File: config.mk
export PLATFORM = sky130hd
export DESIGN_NAME = ibex_tlul_host_arb
export DESIGN_NICKNAME = d
export VERILOG_FILES = /design/src/rtl/ibex_tlul_arb_pkg.sv /design/src/rtl/ibex_tlul_a_pack.sv /design/src/rtl/ibex_tlul_host_arb.sv
export SDC_FILE = /design/constraint.sdc
export NUM_CORES = 1
export LEC_CHECK = 0
export ABC_CLOCK_PERIOD_IN_PS = 3900
export CAP_MARGIN = 20
export CORE_UTILIZATION = 36
export DETAILED_ROUTE_END_ITERATION = 8
export PLACE_DENSITY = 0.79
export SLEW_MARGIN = 30
export SYNTH_ARGS = -nofsm -noshare
export SYNTH_HDL_FRONTEND = slang
export SYNTH_HIERARCHICAL = 1
export SYNTH_SLANG_ARGS = --single-unit
File: constraint.sdc
create_clock -name clk_i -period 3.9 [get_ports clk_i]
set_input_delay 0.78 -clock clk_i [delete_from_list [all_inputs] [get_ports clk_i]]
set_output_delay 0.78 -clock clk_i [all_outputs]
set_load 0.02 [all_outputs]
File: src/rtl/ibex_tlul_arb_pkg.sv
// ibex_tlul_arb_pkg: TL-UL types, requester IDs and helpers shared by the Ibex host arbiter
// and single-port adapters.  Revision 1.0
`default_nettype none

package ibex_tlul_arb_pkg;

    localparam int unsigned SRC_INSTR = 0;
    localparam int unsigned SRC_DATA  = 1;

    localparam logic [3:0] MUBI4_TRUE  = 4'h6;
    localparam logic [3:0] MUBI4_FALSE = 4'h9;

    typedef enum logic [2:0] {
        PUT_FULL_DATA    = 3'h0,
        PUT_PARTIAL_DATA = 3'h1,
        GET              = 3'h4
    } tl_a_op_e;

    typedef struct packed {
        logic [3:0] instr_type;
        logic [6:0] cmd_intg;
        logic [6:0] data_intg;
    } tl_a_user_t;

    typedef struct packed {
        logic       a_valid;
        tl_a_op_e   a_opcode;
        logic [2:0] a_param;
        logic [1:0] a_size;
        logic [7:0] a_source;
        logic [31:0] a_address;
        logic [3:0] a_mask;
        logic [31:0] a_data;
        tl_a_user_t a_user;
        logic       d_ready;
    } tl_h2d_t;

    typedef struct packed {
        logic       d_valid;
        logic [2:0] d_opcode;
        logic [2:0] d_param;
        logic [1:0] d_size;
        logic [7:0] d_source;
        logic       d_sink;
        logic [31:0] d_data;
        logic       d_error;
        logic       a_ready;
    } tl_d2h_t;

    typedef struct packed {
        logic        we;
        logic [3:0]  be;
        logic [31:0] addr;
        logic [31:0] wdata;
        logic        instr;
    } arb_req_t;

    // Parity-check columns for the 7-bit command and data integrity codes.
    localparam logic [6:0][63:0] INTG_MASKS = '{
        64'h0000_0000_0F0F_F0F1, 64'h0000_01FF_3C3C_C3C2, 64'h0000_1E00_5555_AAA4,
        64'h0003_E0E0_6666_9998, 64'h007C_1C1C_8787_7870, 64'h0F83_0303_F0F0_0F00,
        64'hF07C_00FF_FF00_00FF
    };

    function automatic tl_a_op_e tl_opcode(input logic we, input logic [3:0] be, input logic ro);
        tl_a_op_e op;
        if (ro || !we)        op = GET;
        else if (be == 4'hF)  op = PUT_FULL_DATA;
        else                  op = PUT_PARTIAL_DATA;
        return op;
    endfunction

    function automatic logic [6:0] intg7(input logic [63:0] v);
        logic [6:0] r;
        r = '0;
        for (int i = 0; i < 7; i++) r[i] = ^(v & INTG_MASKS[i]);
        return r;
    endfunction

endpackage

`default_nettype wire

File: src/rtl/ibex_tlul_a_pack.sv
// ibex_tlul_a_pack: combinational packing of one requester's fields into a TL-UL A beat.
// Revision 1.0
`default_nettype none

module ibex_tlul_a_pack
    import ibex_tlul_arb_pkg::*;
#(
    parameter bit INSTR_RO = 1'b1
) (
    input  logic       a_valid,
    input  logic [7:0] source,
    input  arb_req_t   req,
    output tl_h2d_t    tl
);

    tl_a_op_e   op;
    logic [3:0] mask;
    logic [3:0] instr_type;

    assign op         = tl_opcode(req.we, req.be, req.instr && INSTR_RO);
    assign mask       = (op == GET) ? 4'hF : req.be;
    assign instr_type = req.instr ? MUBI4_TRUE : MUBI4_FALSE;

    always_comb begin
        tl                    = '0;
        tl.a_valid            = a_valid;
        tl.a_opcode           = op;
        tl.a_size             = 2'd2;
        tl.a_source           = source;
        tl.a_address          = req.addr;
        tl.a_mask             = mask;
        tl.a_data             = req.wdata;
        tl.a_user.instr_type  = instr_type;
        tl.a_user.cmd_intg    = intg7({21'd0, instr_type, req.addr, op, mask});
        tl.a_user.data_intg   = intg7({32'd0, req.wdata});
        tl.d_ready            = 1'b1;
    end

endmodule

`default_nettype wire

File: src/rtl/ibex_tlul_host_arb.sv
// ibex_tlul_host_arb: shares one TL-UL host port between the Ibex instruction and data
// req/gnt interfaces, one outstanding transaction per side.  Revision 1.0
`default_nettype none

module ibex_tlul_host_arb
    import ibex_tlul_arb_pkg::*;
#(
    parameter bit ARB_RR   = 1'b1,
    parameter bit INSTR_RO = 1'b1
) (
    input  logic        clk_i,
    input  logic        rst_ni,
    input  logic        instr_req_i,
    input  logic [31:0] instr_addr_i,
    output logic        instr_gnt_o,
    output logic        instr_rvalid_o,
    output logic [31:0] instr_rdata_o,
    output logic        instr_err_o,
    input  logic        data_req_i,
    input  logic        data_we_i,
    input  logic [3:0]  data_be_i,
    input  logic [31:0] data_addr_i,
    input  logic [31:0] data_wdata_i,
    output logic        data_gnt_o,
    output logic        data_rvalid_o,
    output logic [31:0] data_rdata_o,
    output logic        data_err_o,
    output logic        unexp_rsp_o,
    output tl_h2d_t     tl_o,
    input  tl_d2h_t     tl_i
);

    logic [1:0]  outst_q, outst_d;
    logic        lock_q, lock_sel_q, last_q;
    logic [1:0]  eligible;
    logic        sel, a_valid, grant;
    logic        rsp_id, rsp_hit;
    logic [1:0]  rvalid_q;
    logic [31:0] instr_rdata_q, data_rdata_q;
    logic        instr_err_q, data_err_q, unexp_q;
    arb_req_t    req_sel;

    // Gating with rst_ni keeps the A channel and grants quiet while reset is asserted.
    assign eligible[SRC_INSTR] = rst_ni && instr_req_i && !outst_q[SRC_INSTR];
    assign eligible[SRC_DATA]  = rst_ni && data_req_i  && !outst_q[SRC_DATA];
    assign a_valid             = rst_ni && (lock_q || (|eligible));
    assign grant               = a_valid && tl_i.a_ready;

    always_comb begin
        sel = 1'b0;
        if (lock_q)               sel = lock_sel_q;
        else if (&eligible)       sel = ARB_RR ? ~last_q : 1'b1;
        else                      sel = eligible[SRC_DATA];
    end

    always_comb begin
        req_sel = '0;
        if (sel) begin
            req_sel.we    = data_we_i;
            req_sel.be    = data_be_i;
            req_sel.addr  = data_addr_i;
            req_sel.wdata = data_wdata_i;
            req_sel.instr = 1'b0;
        end else begin
            req_sel.we    = 1'b0;
            req_sel.be    = 4'hF;
            req_sel.addr  = instr_addr_i;
            req_sel.wdata = '0;
            req_sel.instr = 1'b1;
        end
    end

    ibex_tlul_a_pack #(
        .INSTR_RO (INSTR_RO)
    ) u_a_pack (
        .a_valid (a_valid),
        .source  ({7'd0, sel}),
        .req     (req_sel),
        .tl      (tl_o)
    );

    assign instr_gnt_o = grant && !sel;
    assign data_gnt_o  = grant &&  sel;

    assign rsp_id  = tl_i.d_source[0];
    assign rsp_hit = tl_i.d_valid && (tl_i.d_source[7:1] == 7'd0) && outst_q[rsp_id];

    // A response and a grant never target the same ID, so both updates can apply together.
    always_comb begin
        outst_d = outst_q;
        if (rsp_hit) outst_d[rsp_id] = 1'b0;
        if (grant)   outst_d[sel]    = 1'b1;
    end

    always_ff @(posedge clk_i or negedge rst_ni) begin
        if (!rst_ni) begin
            outst_q       <= '0;
            lock_q        <= 1'b0;
            lock_sel_q    <= 1'b0;
            last_q        <= 1'b0;
            rvalid_q      <= '0;
            instr_rdata_q <= '0;
            data_rdata_q  <= '0;
            instr_err_q   <= 1'b0;
            data_err_q    <= 1'b0;
            unexp_q       <= 1'b0;
        end else begin
            outst_q <= outst_d;
            if (grant) begin
                lock_q <= 1'b0;
                last_q <= sel;
            end else if (a_valid) begin
                lock_q     <= 1'b1;
                lock_sel_q <= sel;
            end
            rvalid_q[SRC_INSTR] <= rsp_hit && !rsp_id;
            rvalid_q[SRC_DATA]  <= rsp_hit &&  rsp_id;
            if (rsp_hit && !rsp_id) begin
                instr_rdata_q <= tl_i.d_data;
                instr_err_q   <= tl_i.d_error;
            end
            if (rsp_hit && rsp_id) begin
                data_rdata_q <= tl_i.d_data;
                data_err_q   <= tl_i.d_error;
            end
            unexp_q <= tl_i.d_valid && !rsp_hit;
        end
    end

    assign instr_rvalid_o = rvalid_q[SRC_INSTR];
    assign data_rvalid_o  = rvalid_q[SRC_DATA];
    assign instr_rdata_o  = instr_rdata_q;
    assign data_rdata_o   = data_rdata_q;
    assign instr_err_o    = instr_err_q;
    assign data_err_o     = data_err_q;
    assign unexp_rsp_o    = unexp_q;

    logic unused_d;
    assign unused_d = ^{tl_i.d_opcode, tl_i.d_param, tl_i.d_size, tl_i.d_sink};

endmodule

`default_nettype wire

# [Word-level counts from Yosys, hierarchy flattened]
# Cells that the tools add are included.
# W data, S select, Z words.
[classes] order_cmp=4 n_eq_ne=2 muxes=17 bitwise=5 reduce_logical=42
[ops] op="$reduce_xor A64 Y1" count=14
[ops] op="$mux W70" count=1
[ops] op="$logic_and A1 B1 Y1" count=15
[ops] op="$mux W1" count=9
[ops] op="$mux W4" count=2
[ops] op="$logic_not A7 Y1" count=1
[ops] op="$logic_not A1 Y1" count=6
[ops] op="$eq A4 B4 Y1 const B" count=1
[ops] op="$lt A1 B2 Y1 const B" count=2
[ops] op="$mux W2" count=2
[ops] op="$reduce_and A2 Y1" count=2
[ops] op="$eq A3 B3 Y1 const B" count=1
[ops] op="$mux W3" count=1
[ops] op="$and A2 B2 Y2" count=1
[ops] op="$demux W1 S1" count=2
[ops] op="$ge A1 B1 Y1 const B" count=2
[ops] op="$logic_or A1 B1 Y1" count=2
[ops] op="$not A1 Y1" count=2
[ops] op="$not A2 Y2" count=1
[ops] op="$or A2 B2 Y2" count=1
[ops] op="$reduce_bool A2 Y1" count=1
[ops] op="$reduce_or A2 Y1" count=1
[totals] regBits=74 inputBits=157 out_inout_bits=175 elab_cells=80

# [Logic depth before layout (Yosys ltp)]
[depth] ltp_word=12 mapped_depth=9 ltp_nobuf=8

# [Cells and area by module]
# Netlist, hierarchy kept.
[modules_own_cells] mod="ibex_tlul_host_arb" n_inst=1 cells_per_inst=249 area_each_um2=3885.0 seq_area_each_um2=1851.8
[modules_own_cells] mod="ibex_tlul_a_pack" n_inst=1 cells_per_inst=215 area_each_um2=1946.9 seq_area_each_um2=0.0

# [Least setup slack after synthesis]
# No wires, ideal clock.
[synth_timing] path_kind="input port to output port" startpoint="input port data_req_i" endpoint="output port tl_o[14] (netlist name)" t_arrival_ps=3230 required_time_ps=3120 path_slack_ps=-110 stages=9 path_cell_list="and2b_1 -> a32o_2 -> inv_6 -> buf_12 -> mux2_4 -> xnor3_1 -> xor2_1 -> xnor3_1 -> xnor2_1"
[synth_lines] element="start, declared" line_no="ibex_tlul_host_arb.sv:19" source="input logic data_req_i,"
[synth_lines] element="end, declared" line_no="ibex_tlul_host_arb.sv:29" source="output tl_h2d_t tl_o,"

==> results.txt <==
Synth area leaders -> dfrtp_1, mux2_4, xnor2_1
Seq/Total Area, Yosys -> 31.8%
Worst Setup End Kind -> output pin
Fillers -> 1181
Clock tree root buffer cell -> clkbuf_16
RSZ-0062 raised after global routing -> true
Die Area -> 16700 sq um
Num CTS Buffers -> 9
Critical Path Fanout Max -> 6
Final Hold Violating Endpoints -> 0
CP Launch Type -> input pin
Max Cap Viol -> 0
Vias in the first global route -> 4741
Clock Sinks -> 74
IO Pins -> 332
CTS tree -> built
Main synth FF type -> dfrtp_1
Unique masters post-synth -> 39
Worst EP required -> 3120 ps
Hold path start -> instr_rdata_o[7]
Failing checks -> setup timing
Initial antenna violation count -> 1
Critical path arrival -> 3280 ps
Row cnt -> 46
Port bufs -> 308
NumNets Final -> 952
Post-synth EDFFs -> 0
Min setup slack post-route -> -161 ps
Max rail drop VDD -> 401 uV
Clock Skews -> 4.22 ps
Post-Syn Instances -> 464
Syn Std Cell Area -> 5830 sq um
Final Max Slew Viols -> 0
Post-synthesis register bit count -> 74
Final min period -> 4060 ps
Clock Path Buffers -> 2
Post-route cell area -> 10100 sq um
Worst hold-check path type -> flop to flop
Synth async-reset ratio -> 100%
Post-synth top area cell -> dfrtp_1
# setup viols final -> 6
Latest clock arrival within the worst-skew pair -> 320 ps
Core Area -> 15800 sq um
Post-DP HPWL -> 13100 microns
Largest net degree at the start of global routing -> 80
Hold buffers post-CTS -> 0
Via count -> 4485
Initial Utilization -> 36.8%
H-tree levels -> 3
Mean Syn Cell Area -> 12.6 sq um
Initial DRT Pass Iterations -> 4
Top-area cell type share of the netlist area -> 31.8%
Final cell count without fillers -> 1017
DR WL/cell -> 17.4 microns
Area Growth Syn to Fin -> 72.6%
Final wirelength -> 17700 microns
Cell Pwr Density -> 625 nW/um^2
Rel. slew slack -> 54.1%
Outcome -> complete, but fails checks
Fmax achieved -> 246 MHz
Routed Antenna Nets -> 0
DRC -> 0
Worst r2r src -> outst_q[0]
DR iter-0 viols -> 111
Synth warn -> 6
Leakage power -> 4.73 nW
Critical path class -> input pin to output pin
Commonest cells in the netlist -> buf_4, mux2_4, xnor2_1, dfrtp_1, and2_1
Crit share post-route -> 104%
Die Y -> 129 microns
Clock transition at path regs -> 60 ps
Congestion Overflow GR -> 0
DIE WIDTH -> 129 microns
Total GRT Usage -> 19.8%
Actual slew at the worst max-slew pin -> 688 ps
Most frequent cell after synthesis -> buf_4
First-pass GRT wire length -> 25200 microns
RePlAce Congestion -> 0.773
Vias per inst -> 4.41
Layout Utilization -> 63.6%
CP startpoint -> data_req_i
Dpl cell area -> 9080 sq um
Placed Cells -> 983
Layout cells sized above 1 -> 37.1%
==> routing by layer <==
metal  global-route usage (%)  wire (microns)  vias up
met2                     36.5            9540      199
li1                         -               -     2089
met5                        0               0        -
met4                     6.30             310        0
met1                     21.5            6340     2180
met3                     6.32            1540       17
==> cells by family (layout without fill, tap and decap cells) <==
group | Yosys count | after routing | share of synthesized area [%]
xor+xnor | 117 | 117 | 21.3
compound gates | 9 | 9 | 1.37
other cells | 3 | 15 | 0.193
simple gates | 58 | 58 | 7.32
buf+inv | 103 | 428 | 13.6
mux | 100 | 100 | 24.5
flops | 74 | 74 | 31.8
==> timing repair <==
| action | CTS | global route |
|---|---|---|
| buffers inserted | 10 | 8 |
| gates resized for setup | 127 | 46 |
| endpoints found under the setup margin | 17 | 15 |
| pin swaps | 26 | 22 |
| cloned | 1 | 1 |
==> worst paths after layout <==
| check | to | depth (start not counted) | slack [ps] |
|---|---|---|---|
| max | tl_o[14] | 12 | -160 |
| min | instr_rdata_o[7] | 1 | 510 |
| max reg2reg | instr_rdata_o[2] | 4 | 2210 |
| min reg2reg | instr_rdata_o[7] | 1 | 510 |
| max in group asynchronous | data_rdata_o[14] | 2 | 2850 |
| min in group asynchronous | last_q | 2 | 580 |
==> cell type report <==
type / instances / area [sq um] / area share [%]
inverter: 7 / 31.3 / 0.311
clock buffer: 10 / 239 / 2.37
sequential: 74 / 1850 / 18.4
timing repair buffer: 404 / 3850 / 38.3
timing repair inverter: 1 / 6.26 / 0.0621
multi-input combinational: 298 / 3770 / 37.4
clock inverter: 6 / 42.5 / 0.423
antenna: 1 / 2.50 / 0.0249
tap: 216 / 270 / 2.68
==> registers in the layout, summed over array words and instances, names as in the netlist <==
name and cells:
data_rdata_o 32, instr_rdata_o 32, outst_q 2, rvalid_q 2, data_err_o 1, instr_err_o 1
last_q 1, lock_q 1, lock_sel_q 1, unexp_rsp_o 1
==> critical path, cell delays in order <==
cell and delay (ps):
buf_6 90, and2b_2 190, a32o_2 340, inv_4 120, buf_8 140, mux2_4 340
xnor2_4 170, buf_6 130, xnor2_2 190, xnor3_1 470, xnor2_2 150, buf_4 170
==> cell usage in the layout, fill, tap and decap left out, types with 2 or more instances in the layout <==
cell and count:
clkdlybuf4s50_1 290, buf_4 89, mux2_4 86, dfrtp_1 74, xnor2_1 41, xnor2_2 31, and2_1 30, buf_6 15
mux2_2 14, conb_1 14, xor2_1 12, xnor3_1 11, clkbuf_16 10, xnor2_4 8, nand2b_1 7, inv_1 6
xor2_4 5, xor2_2 5, buf_2 4, clkinv_4 3, and2_4 3, nor2_1 3, buf_8 3, xnor3_2 3
nand3b_1 2, and2b_2 2, nor2b_1 2, o2bb2ai_1 2, clkinv_2 2, clkinvlp_4 2
==> power by group <==
| part | leakage, nW | internal, mW | switching, mW | total (mW) |
|---|---|---|---|---|
| Combinational | 3.58 | 2.53 | 2.16 | 4.69 |
| Sequential | 1.01 | 0.815 | 0.0273 | 0.842 |
| Clock | 0.134 | 0.447 | 0.314 | 0.761 |
| Total | 4.73 | 3.79 | 2.50 | 6.29 |
==> stage by stage <==
step                      total power, mW  hold slack (ps)  TNS [ps]  setup slack (ps)
final                                6.29              508      -745              -161
after global routing                 6.58              519     -1210              -200
after CTS                            6.00              507      -857              -180
after detailed placement             5.08              496    -11590             -1010
after global placement               5.00              487    -10950              -941
after floorplan                      3.48              480     -12.6             -12.6
(Power assumes the default switching activity.)
